### src/rtl/sdfake_mem_arbiter_if.sv
// Emulator read port, loader write port and single-port RAM port of the card-image arbiter.
// master = arbiter side, slave = emulator/loader/RAM side.
interface sdfake_mem_arbiter_if #(
   parameter int AW = 12,
   parameter int DW = 8
);
   logic          rd_req;
   logic [63:0]   rd_addr;
   logic [DW-1:0] rd_data;
   logic          rd_oob;

   logic          wr_valid;
   logic          wr_ready;
   logic [AW-1:0] wr_addr;
   logic [DW-1:0] wr_data;

   logic          ram_en;
   logic          ram_we;
   logic [AW-1:0] ram_addr;
   logic [DW-1:0] ram_wdata;
   logic [DW-1:0] ram_rdata;

   modport master (
      input  rd_req, rd_addr, wr_valid, wr_addr, wr_data, ram_rdata,
      output rd_data, rd_oob, wr_ready, ram_en, ram_we, ram_addr, ram_wdata
   );

   modport slave (
      output rd_req, rd_addr, wr_valid, wr_addr, wr_data, ram_rdata,
      input  rd_data, rd_oob, wr_ready, ram_en, ram_we, ram_addr, ram_wdata
   );
endinterface

### src/rtl/sdfake_mem_arbiter.sv
// Shares one single-port byte RAM between the SD-emulator read port and a host loader write port.
// Latency: read data 1 cycle after rd_req, held until the next read; RAM cleared after every reset.
// Backpressure: reads always win; wr_ready drops in any cycle with rd_req or outside RUN.
module sdfake_mem_arbiter #(
   parameter int            AW       = 12,
   parameter int            DW       = 8,
   parameter logic [DW-1:0] INIT_VAL = '0
) (
   input  logic                 clk,
   input  logic                 rst_n,
   sdfake_mem_arbiter_if.master bus,
   output logic                 init_done,
   output logic [15:0]          wr_stall_cnt
);
   typedef enum logic [1:0] {IDLE, INIT, RUN} state_t;

   state_t        state;
   state_t        state_nxt;
   logic [AW-1:0] init_cnt;
   logic          rd_in_range;
   logic          rd_ram;
   logic          wr_fire;
   logic          rd_pend;
   logic [DW-1:0] rd_hold;

   assign rd_in_range  = (bus.rd_addr[63:AW] == '0);
   assign rd_ram       = bus.rd_req && rd_in_range && (state == RUN);
   assign bus.wr_ready = (state == RUN) && !bus.rd_req;
   assign wr_fire      = bus.wr_valid && bus.wr_ready;
   assign init_done    = (state == RUN);

   always_ff @(posedge clk or negedge rst_n) begin
      if (!rst_n) begin
         state    <= IDLE;
         init_cnt <= '0;
      end else begin
         state <= state_nxt;
         if (state == INIT)
            init_cnt <= init_cnt + 1'b1;
      end
   end

   // Sweep owns the RAM during INIT; afterwards an in-range read pre-empts any write.
   always_comb begin
      state_nxt     = state;
      bus.ram_en    = 1'b0;
      bus.ram_we    = 1'b0;
      bus.ram_addr  = '0;
      bus.ram_wdata = '0;
      unique case (state)
         IDLE: state_nxt = INIT;
         INIT: begin
            bus.ram_en    = 1'b1;
            bus.ram_we    = 1'b1;
            bus.ram_addr  = init_cnt;
            bus.ram_wdata = INIT_VAL;
            if (init_cnt == '1)
               state_nxt = RUN;
         end
         RUN: begin
            if (rd_ram) begin
               bus.ram_en   = 1'b1;
               bus.ram_addr = bus.rd_addr[AW-1:0];
            end else if (wr_fire) begin
               bus.ram_en    = 1'b1;
               bus.ram_we    = 1'b1;
               bus.ram_addr  = bus.wr_addr;
               bus.ram_wdata = bus.wr_data;
            end
         end
         default: state_nxt = IDLE;
      endcase
   end

   // A newer request overrides capture of the previous RAM word into the hold register.
   always_ff @(posedge clk or negedge rst_n) begin
      if (!rst_n) begin
         rd_pend    <= 1'b0;
         rd_hold    <= INIT_VAL;
         bus.rd_oob <= 1'b0;
      end else begin
         rd_pend    <= rd_ram;
         bus.rd_oob <= bus.rd_req && !rd_in_range;
         if (bus.rd_req && !rd_ram)
            rd_hold <= INIT_VAL;
         else if (rd_pend)
            rd_hold <= bus.ram_rdata;
      end
   end

   assign bus.rd_data = rd_pend ? bus.ram_rdata : rd_hold;

   always_ff @(posedge clk or negedge rst_n) begin
      if (!rst_n)
         wr_stall_cnt <= '0;
      else if ((state == RUN) && bus.wr_valid && !bus.wr_ready && (wr_stall_cnt != 16'hFFFF))
         wr_stall_cnt <= wr_stall_cnt + 16'd1;
   end
endmodule
### src/flat_wrapper.sv
// flat-port wrapper written by rule: the top's interface ports become plain ports
module sdfake_mem_arbiter_flat 
#(
   parameter int            AW       = 12,
   parameter int            DW       = 8,
   parameter logic [DW-1:0] INIT_VAL = '0
)
  (clk, rst_n, init_done, wr_stall_cnt, bus_rd_req, bus_rd_addr, bus_wr_valid, bus_wr_addr, bus_wr_data, bus_ram_rdata, bus_rd_data, bus_rd_oob, bus_wr_ready, bus_ram_en, bus_ram_we, bus_ram_addr, bus_ram_wdata);
  sdfake_mem_arbiter_if #(.AW(AW), .DW(DW)) bus_i ();
  input  logic clk;
  input  logic rst_n;
  output logic init_done;
  output logic [15:0] wr_stall_cnt;
  input wire logic [$bits(bus_i.rd_req)-1:0] bus_rd_req;
  input wire logic [$bits(bus_i.rd_addr)-1:0] bus_rd_addr;
  input wire logic [$bits(bus_i.wr_valid)-1:0] bus_wr_valid;
  input wire logic [$bits(bus_i.wr_addr)-1:0] bus_wr_addr;
  input wire logic [$bits(bus_i.wr_data)-1:0] bus_wr_data;
  input wire logic [$bits(bus_i.ram_rdata)-1:0] bus_ram_rdata;
  output wire logic [$bits(bus_i.rd_data)-1:0] bus_rd_data;
  output wire logic [$bits(bus_i.rd_oob)-1:0] bus_rd_oob;
  output wire logic [$bits(bus_i.wr_ready)-1:0] bus_wr_ready;
  output wire logic [$bits(bus_i.ram_en)-1:0] bus_ram_en;
  output wire logic [$bits(bus_i.ram_we)-1:0] bus_ram_we;
  output wire logic [$bits(bus_i.ram_addr)-1:0] bus_ram_addr;
  output wire logic [$bits(bus_i.ram_wdata)-1:0] bus_ram_wdata;
  assign bus_i.rd_req = bus_rd_req;
  assign bus_i.rd_addr = bus_rd_addr;
  assign bus_i.wr_valid = bus_wr_valid;
  assign bus_i.wr_addr = bus_wr_addr;
  assign bus_i.wr_data = bus_wr_data;
  assign bus_i.ram_rdata = bus_ram_rdata;
  assign bus_rd_data = bus_i.rd_data;
  assign bus_rd_oob = bus_i.rd_oob;
  assign bus_wr_ready = bus_i.wr_ready;
  assign bus_ram_en = bus_i.ram_en;
  assign bus_ram_we = bus_i.ram_we;
  assign bus_ram_addr = bus_i.ram_addr;
  assign bus_ram_wdata = bus_i.ram_wdata;
  sdfake_mem_arbiter #(.AW(AW), .DW(DW), .INIT_VAL(INIT_VAL)) u_core (.clk(clk), .rst_n(rst_n), .bus(bus_i), .init_done(init_done), .wr_stall_cnt(wr_stall_cnt));
endmodule
### config.mk
export PLATFORM = sky130hd
export DESIGN_NAME = sdfake_mem_arbiter_flat
export DESIGN_NICKNAME = d
export VERILOG_FILES = /design/src/rtl/sdfake_mem_arbiter_if.sv /design/src/rtl/sdfake_mem_arbiter.sv /design/src/flat_wrapper.sv
export SDC_FILE = /design/constraint.sdc
export NUM_CORES = 1
export LEC_CHECK = 0
export CAP_MARGIN = 20
export CORE_MARGIN = 2
export CORE_UTILIZATION = 40
export CTS_BUF_LIST = sky130_fd_sc_hd__clkbuf_8
export DETAILED_ROUTE_END_ITERATION = 16
export GPL_TIMING_DRIVEN = 0
export HOLD_SLACK_MARGIN = 0.08
export PLACE_DENSITY_LB_ADDON = 0.05
export SYNTH_ARGS = -nofsm -noshare
export SYNTH_HDL_FRONTEND = slang
export SYNTH_SLANG_ARGS = --single-unit
export TNS_END_PERCENT = 30
### constraint.sdc
create_clock -name clk -period 3.5 [get_ports clk]
set_input_delay 0.35 -clock clk [delete_from_list [all_inputs] [get_ports clk]]
set_output_delay 0.35 -clock clk [all_outputs]
set_load 0.01 [all_outputs]
# Word level (Yosys, flattened, before mapping)
# Cells that the tools add are included.
# totals
out_inout_bits,49
n_memories,0
mem_bits_rw,0
elab_cells,45
latch_bits,0
romBits,0
reg_bits,40
# classes
div,0
order_cmp,0
n_reduce_logical,16
n_mux,15
add_sub_neg,2
eq_ne,5
mul,0
shifts,0
bitwise_logic,1
# ops
op,n
$logic_not 52->1,1
$mux 8,5
$mux 12,2
$pmux 12 s2,1
$add 16x1->16 const B,1
$ne 16x16->1 const B,1
$add 12x1->12 const B,1
$eq 12x12->1 const B,1
$logic_and 1x1->1,9
$pmux 2 s3,1
$logic_not 1->1,4
$pmux 1 s2,2
$mux 1,3
$eq 2x1->1 const B,1
$eq 2x2->1 const B,1
$logic_not 2->1,1
$mux 2,1
$ne 2x2->1 const B,1
$reduce_and 2->1,1
$not 1->1,1

# Logic depth before layout (Yosys ltp)
# logic_depth
word_depth,6
mapped_depth,7
mapped_depth_nobuf,6

# Least setup slack after synthesis
# No wires, ideal clock.
# synth_timing
kind,input to output
from,in bus_rd_addr[38]
to,out bus_ram_en
t_required_ns,3.150
arrival_time_ns,1.670
cell_stages,5
path_buffers,1
path_slack_ns,1.480
cell_sequence,nor4_1 nand4_1 or4_4 buf_6 o21bai_1
# synth_via
elab_chain_len,5
# synth_rtl
element,line_no,text
from (decl),flat_wrapper.sv:15,input wire logic [$bits(bus_i.rd_addr)-1:0] bus_rd_addr;
$logic_not 52->1,sdfake_mem_arbiter.sv:26,assign rd_in_range = (bus.rd_addr[63:AW] == '0);
$logic_and 1x1->1 (2 in series),sdfake_mem_arbiter.sv:27,assign rd_ram = bus.rd_req && rd_in_range && (state == RUN);
$mux 1,sdfake_mem_arbiter.sv:61,if (rd_ram) begin
$pmux 1 s2,sdfake_mem_arbiter.sv:50,unique case (state)
to (decl),flat_wrapper.sv:23,output wire logic [$bits(bus_i.ram_en)-1:0] bus_ram_en;
# No other way between the ends.

# Worst setup path after layout
# layout_timing
from,in bus_rd_addr[49]
to,out bus_ram_addr[0]
# layout_via
elab_chain_len,5
# layout_rtl
element,line_no,text
$logic_not 52->1,sdfake_mem_arbiter.sv:26,
$logic_and 1x1->1 (2 in series),sdfake_mem_arbiter.sv:27,
$mux 12,sdfake_mem_arbiter.sv:61,
$pmux 12 s2,sdfake_mem_arbiter.sv:50,
to (decl),flat_wrapper.sv:25,output wire logic [$bits(bus_i.ram_addr)-1:0] bus_ram_addr;
# No other way between the ends.

==> summary.json <==
{
  "run_status": {
    "status": "completed"
  },
  "cts": {
    "clock_sinks": 40,
    "clock-root-buffer": "clkbuf_8",
    "cts.htree.levels": 2,
    "register_clock_pin_slew_on_the_reported_worst_setup_and_hold_paths_ns": 0.08,
    "insertion_delay_ns": 0.30,
    "clock_tree.buffer_depth": 2,
    "cts_buffers": 5,
    "cts_tree": "yes"
  },
  "yosys": {
    "post_synth_inst_count": 263,
    "synth.largest_area_cell": "dfrtp_1",
    "synth_seq_cells": 40,
    "synth.yosys.warnings": 0,
    "netlist_area_sq_um": 2480,
    "synth_area_per_cell_sq_um": 9.43,
    "post-synth-top-area-fraction": 0.404,
    "yosys-top-cells-area": "dfrtp_1 (40%), xor2_1 (6.0%), nand2_1 (5.8%), mux2_2 (4.5%), nand3_1 (4.2%)",
    "synth_cell_type_count": 41,
    "synth-seq-area-share": 0.404,
    "synth_nets": 364
  },
  "pwr": {
    "share_comb_of_total_power": 0.143,
    "intPower_mw": 0.699,
    "p_clk_frac": 0.343,
    "powerDensity_nw_per_um2": 218,
    "power.net_switching_mw": 0.199,
    "cellLeakagePower_nw": 1.69,
    "seq_pwr_share": 0.515,
    "vdd_drop_max_mv": 0.148,
    "netSwitchingFraction": 0.222
  },
  "routing": {
    "route.final.wire_length_mm": 7.57,
    "dr.pass1.iters": 4,
    "detailroute.via_count": 2618,
    "average_wire_per_cell_in_the_routed_design_um": 15.4,
    "detail-route-antenna-nets": 0,
    "drt_drc_violations_left": 0,
    "viasPerCell": 5.32,
    "first_iter_violations": 115
  },
  "flow_run": {
    "cap_viol_max_count": 0
  },
  "worst_hold_path": {
    "worst_hold_path_type": "input pin to asynchronous set/reset pin"
  },
  "final_layout": {
    "num-nets-final": 517,
    "top_library_cells_by_usage_in_the_layout_fill_and_taps_aside": "clkdlybuf4s50_1 (143), dfrtp_1 (40), nand2_1 (38)",
    "fillers": 509,
    "drive_gt1_frac": 0.101,
    "num_antenna_cells": 0,
    "layout.cells.non_filler": 492,
    "final_util": 0.693,
    "flow.area_growth_from_synthesis_pct": 66.4,
    "final_common_cell": "clkdlybuf4s50_1"
  },
  "global_routing": {
    "number_of_global_route_vias_before_repair": 2577,
    "grt_start_max_net_pins": 37,
    "track_usage": 0.230,
    "grt_antenna_before_repair": 0,
    "grt_pass1_wl_mm": 11.8,
    "grt_overflow_total": 0
  },
  "timing": {
    "report.final.hold_viol_count": 0,
    "tightestPinTransition_ns": 0.634,
    "timing.final.setup_violations": 0,
    "sum_of_negative_setup_slack_ns": 0,
    "post_route_skew_ns": 0.00921,
    "slew-limit-headroom": 0.574,
    "drv_slew": 0,
    "timing.hold.ws_ns": 0.433,
    "max_clock_freq_mhz": 318,
    "final_min_period_over_clock_period": 0.899,
    "min_period_ns": 3.15,
    "rsz0062_at_grt": "false"
  },
  "floorplanning": {
    "die_width_um": 82.7,
    "floorplan.die.height_um": 82.7,
    "number_of_top_level_pins": 145,
    "floorplan_die_area_sq_um": 6850,
    "core_area_sq_um": 5960,
    "start_util": 0.416,
    "row_count": 28
  },
  "setup_path": {
    "worstPathBufferInverterCount": 3,
    "worst_ep_required_time_ns": 3.15,
    "critical_path.cell_chain": "clkdlybuf4s50_1, nor4_1, nand4_1, or4_4, buf_6, o21ai_1, clkdlybuf4s50_1",
    "worst_r2r_startpoint": "u_core.state[0]",
    "critPathTopFamily": "buffers and inverters",
    "path_common_cell": "clkdlybuf4s50_1",
    "crit_path_start": "bus_rd_addr[49]",
    "element_type_at_the_critical_path_start": "input pin",
    "crit_path_max_incr_delay_ns": 0.62,
    "crit_arrival_ns": 2.80,
    "critical_path.slowest_cell": "or4_4",
    "worst_setup_path_end_kind": "output pin",
    "worstPathMaxFanout": 10,
    "worstSetupPathType": "input pin to output pin"
  },
  "placement": {
    "post-dp-hpwl_mm": 6.09,
    "port-buffer-count": 144,
    "gp_congestion": 0.886,
    "place.detailed.instances": 483
  }
}
## final cells by class
class,count,area [sq um],area share
tap,75,93.8,0.0227
inverter,7,26.3,0.00637
sequential,40,1000,0.242
clock buffer,5,68.8,0.0167
multi-input combinational,204,1390,0.337
buffer,12,60.1,0.0145
timing repair buffer,146,1470,0.355
clock inverter,3,18.8,0.00455
## cells in the mapped netlist (all sizes together)
cell type / count
and3b: 1
nand4: 11
dfrtp: 40
nand2: 38
o21bai: 1
mux2: 11
and2: 10
o22a: 1
o21a: 1
nor3: 11
xor2: 17
clkbuf: 8
ha: 5
o2bb2ai: 1
nor3b: 2
xnor2: 9
nand3: 21
nor2: 8
nor4: 18
or4: 3
o21ai: 19
clkinv: 1
a22o: 12
a21oi: 1
buf: 4
inv: 6
or2: 3
## routing by layer
metal	up-vias	part of all wire	track usage
met5	-	0	0
met4	0	0.016	0.0754
met3	10	0.11	0.0641
met2	148	0.49	0.406
met1	1211	0.38	0.268
li1	1249	-	-
## path summary, 6_finish.rpt
check,end,slack (ns),cells past startpoint
worst max register to register,u_core.wr_stall_cnt[11],1.45,6
min in group clk,u_core.init_cnt[11],0.53,1
worst min-delay path,u_core.init_cnt[11],0.43,2
max in group asynchronous,u_core.init_cnt[9],2.64,3
worst min register to register,u_core.init_cnt[11],0.53,1
worst max-delay path,bus_ram_addr[0],0.35,7
## worst reg2reg max path, cell delays in order (launching register included)
cell and delay, ns:
dfrtp_1 0.40, inv_1 0.08, ha_1 0.30, nand4_2 0.24
or4_4 0.61, nor3b_2 0.20, xor2_1 0.16
## power by group through the flow
stage	Clock, mW	Sequential (mW)	Combinational (mW)
finish	0.308	0.462	0.128
global route	0.329	0.462	0.137
floorplan	0	0.472	0.00492
detailed placement	0	0.472	0.128
CTS	0.313	0.462	0.130
global placement	0	0.472	0.125
## cell families after synthesis
| group | after synthesis | synth area share |
|---|---|---|
| AO/OA/AOI/OAI | 36 | 0.106 |
| XOR/XNOR | 26 | 0.0918 |
| adder cells (fa/ha/maj) | 5 | 0.0252 |
| buffers and inverters | 19 | 0.0348 |
| flip-flops | 40 | 0.404 |
| multiplexers | 11 | 0.0515 |
| AND/OR/NAND/NOR | 126 | 0.287 |
## what timing repair did
item                      in CTS  in global routing
buffers inserted               0                  0
hold endpoints to repair       4                  0
resized for setup              0                  0
hold buffers                   1                  0
## stage by stage
stage / total power [mW] / cell area, sq um / setup WS [ns]
floorplan: 0.477 / 2480 / 1.48
global placement: 0.597 / 4020 / 0.367
detailed placement: 0.600 / 4030 / 0.312
CTS: 0.905 / 4130 / 0.312
global route: 0.929 / 4130 / 0.212
finish: 0.898 / 4130 / 0.355
## state kept, by name (all words and copies together), names as in the netlist
name,count
u_core.wr_stall_cnt,16
u_core.rd_pend,1
u_core.bus.rd_oob,1
u_core.state,2
u_core.init_cnt,12
u_core.rd_hold,8
No activity file was read; power rests on OpenSTA's default activity.
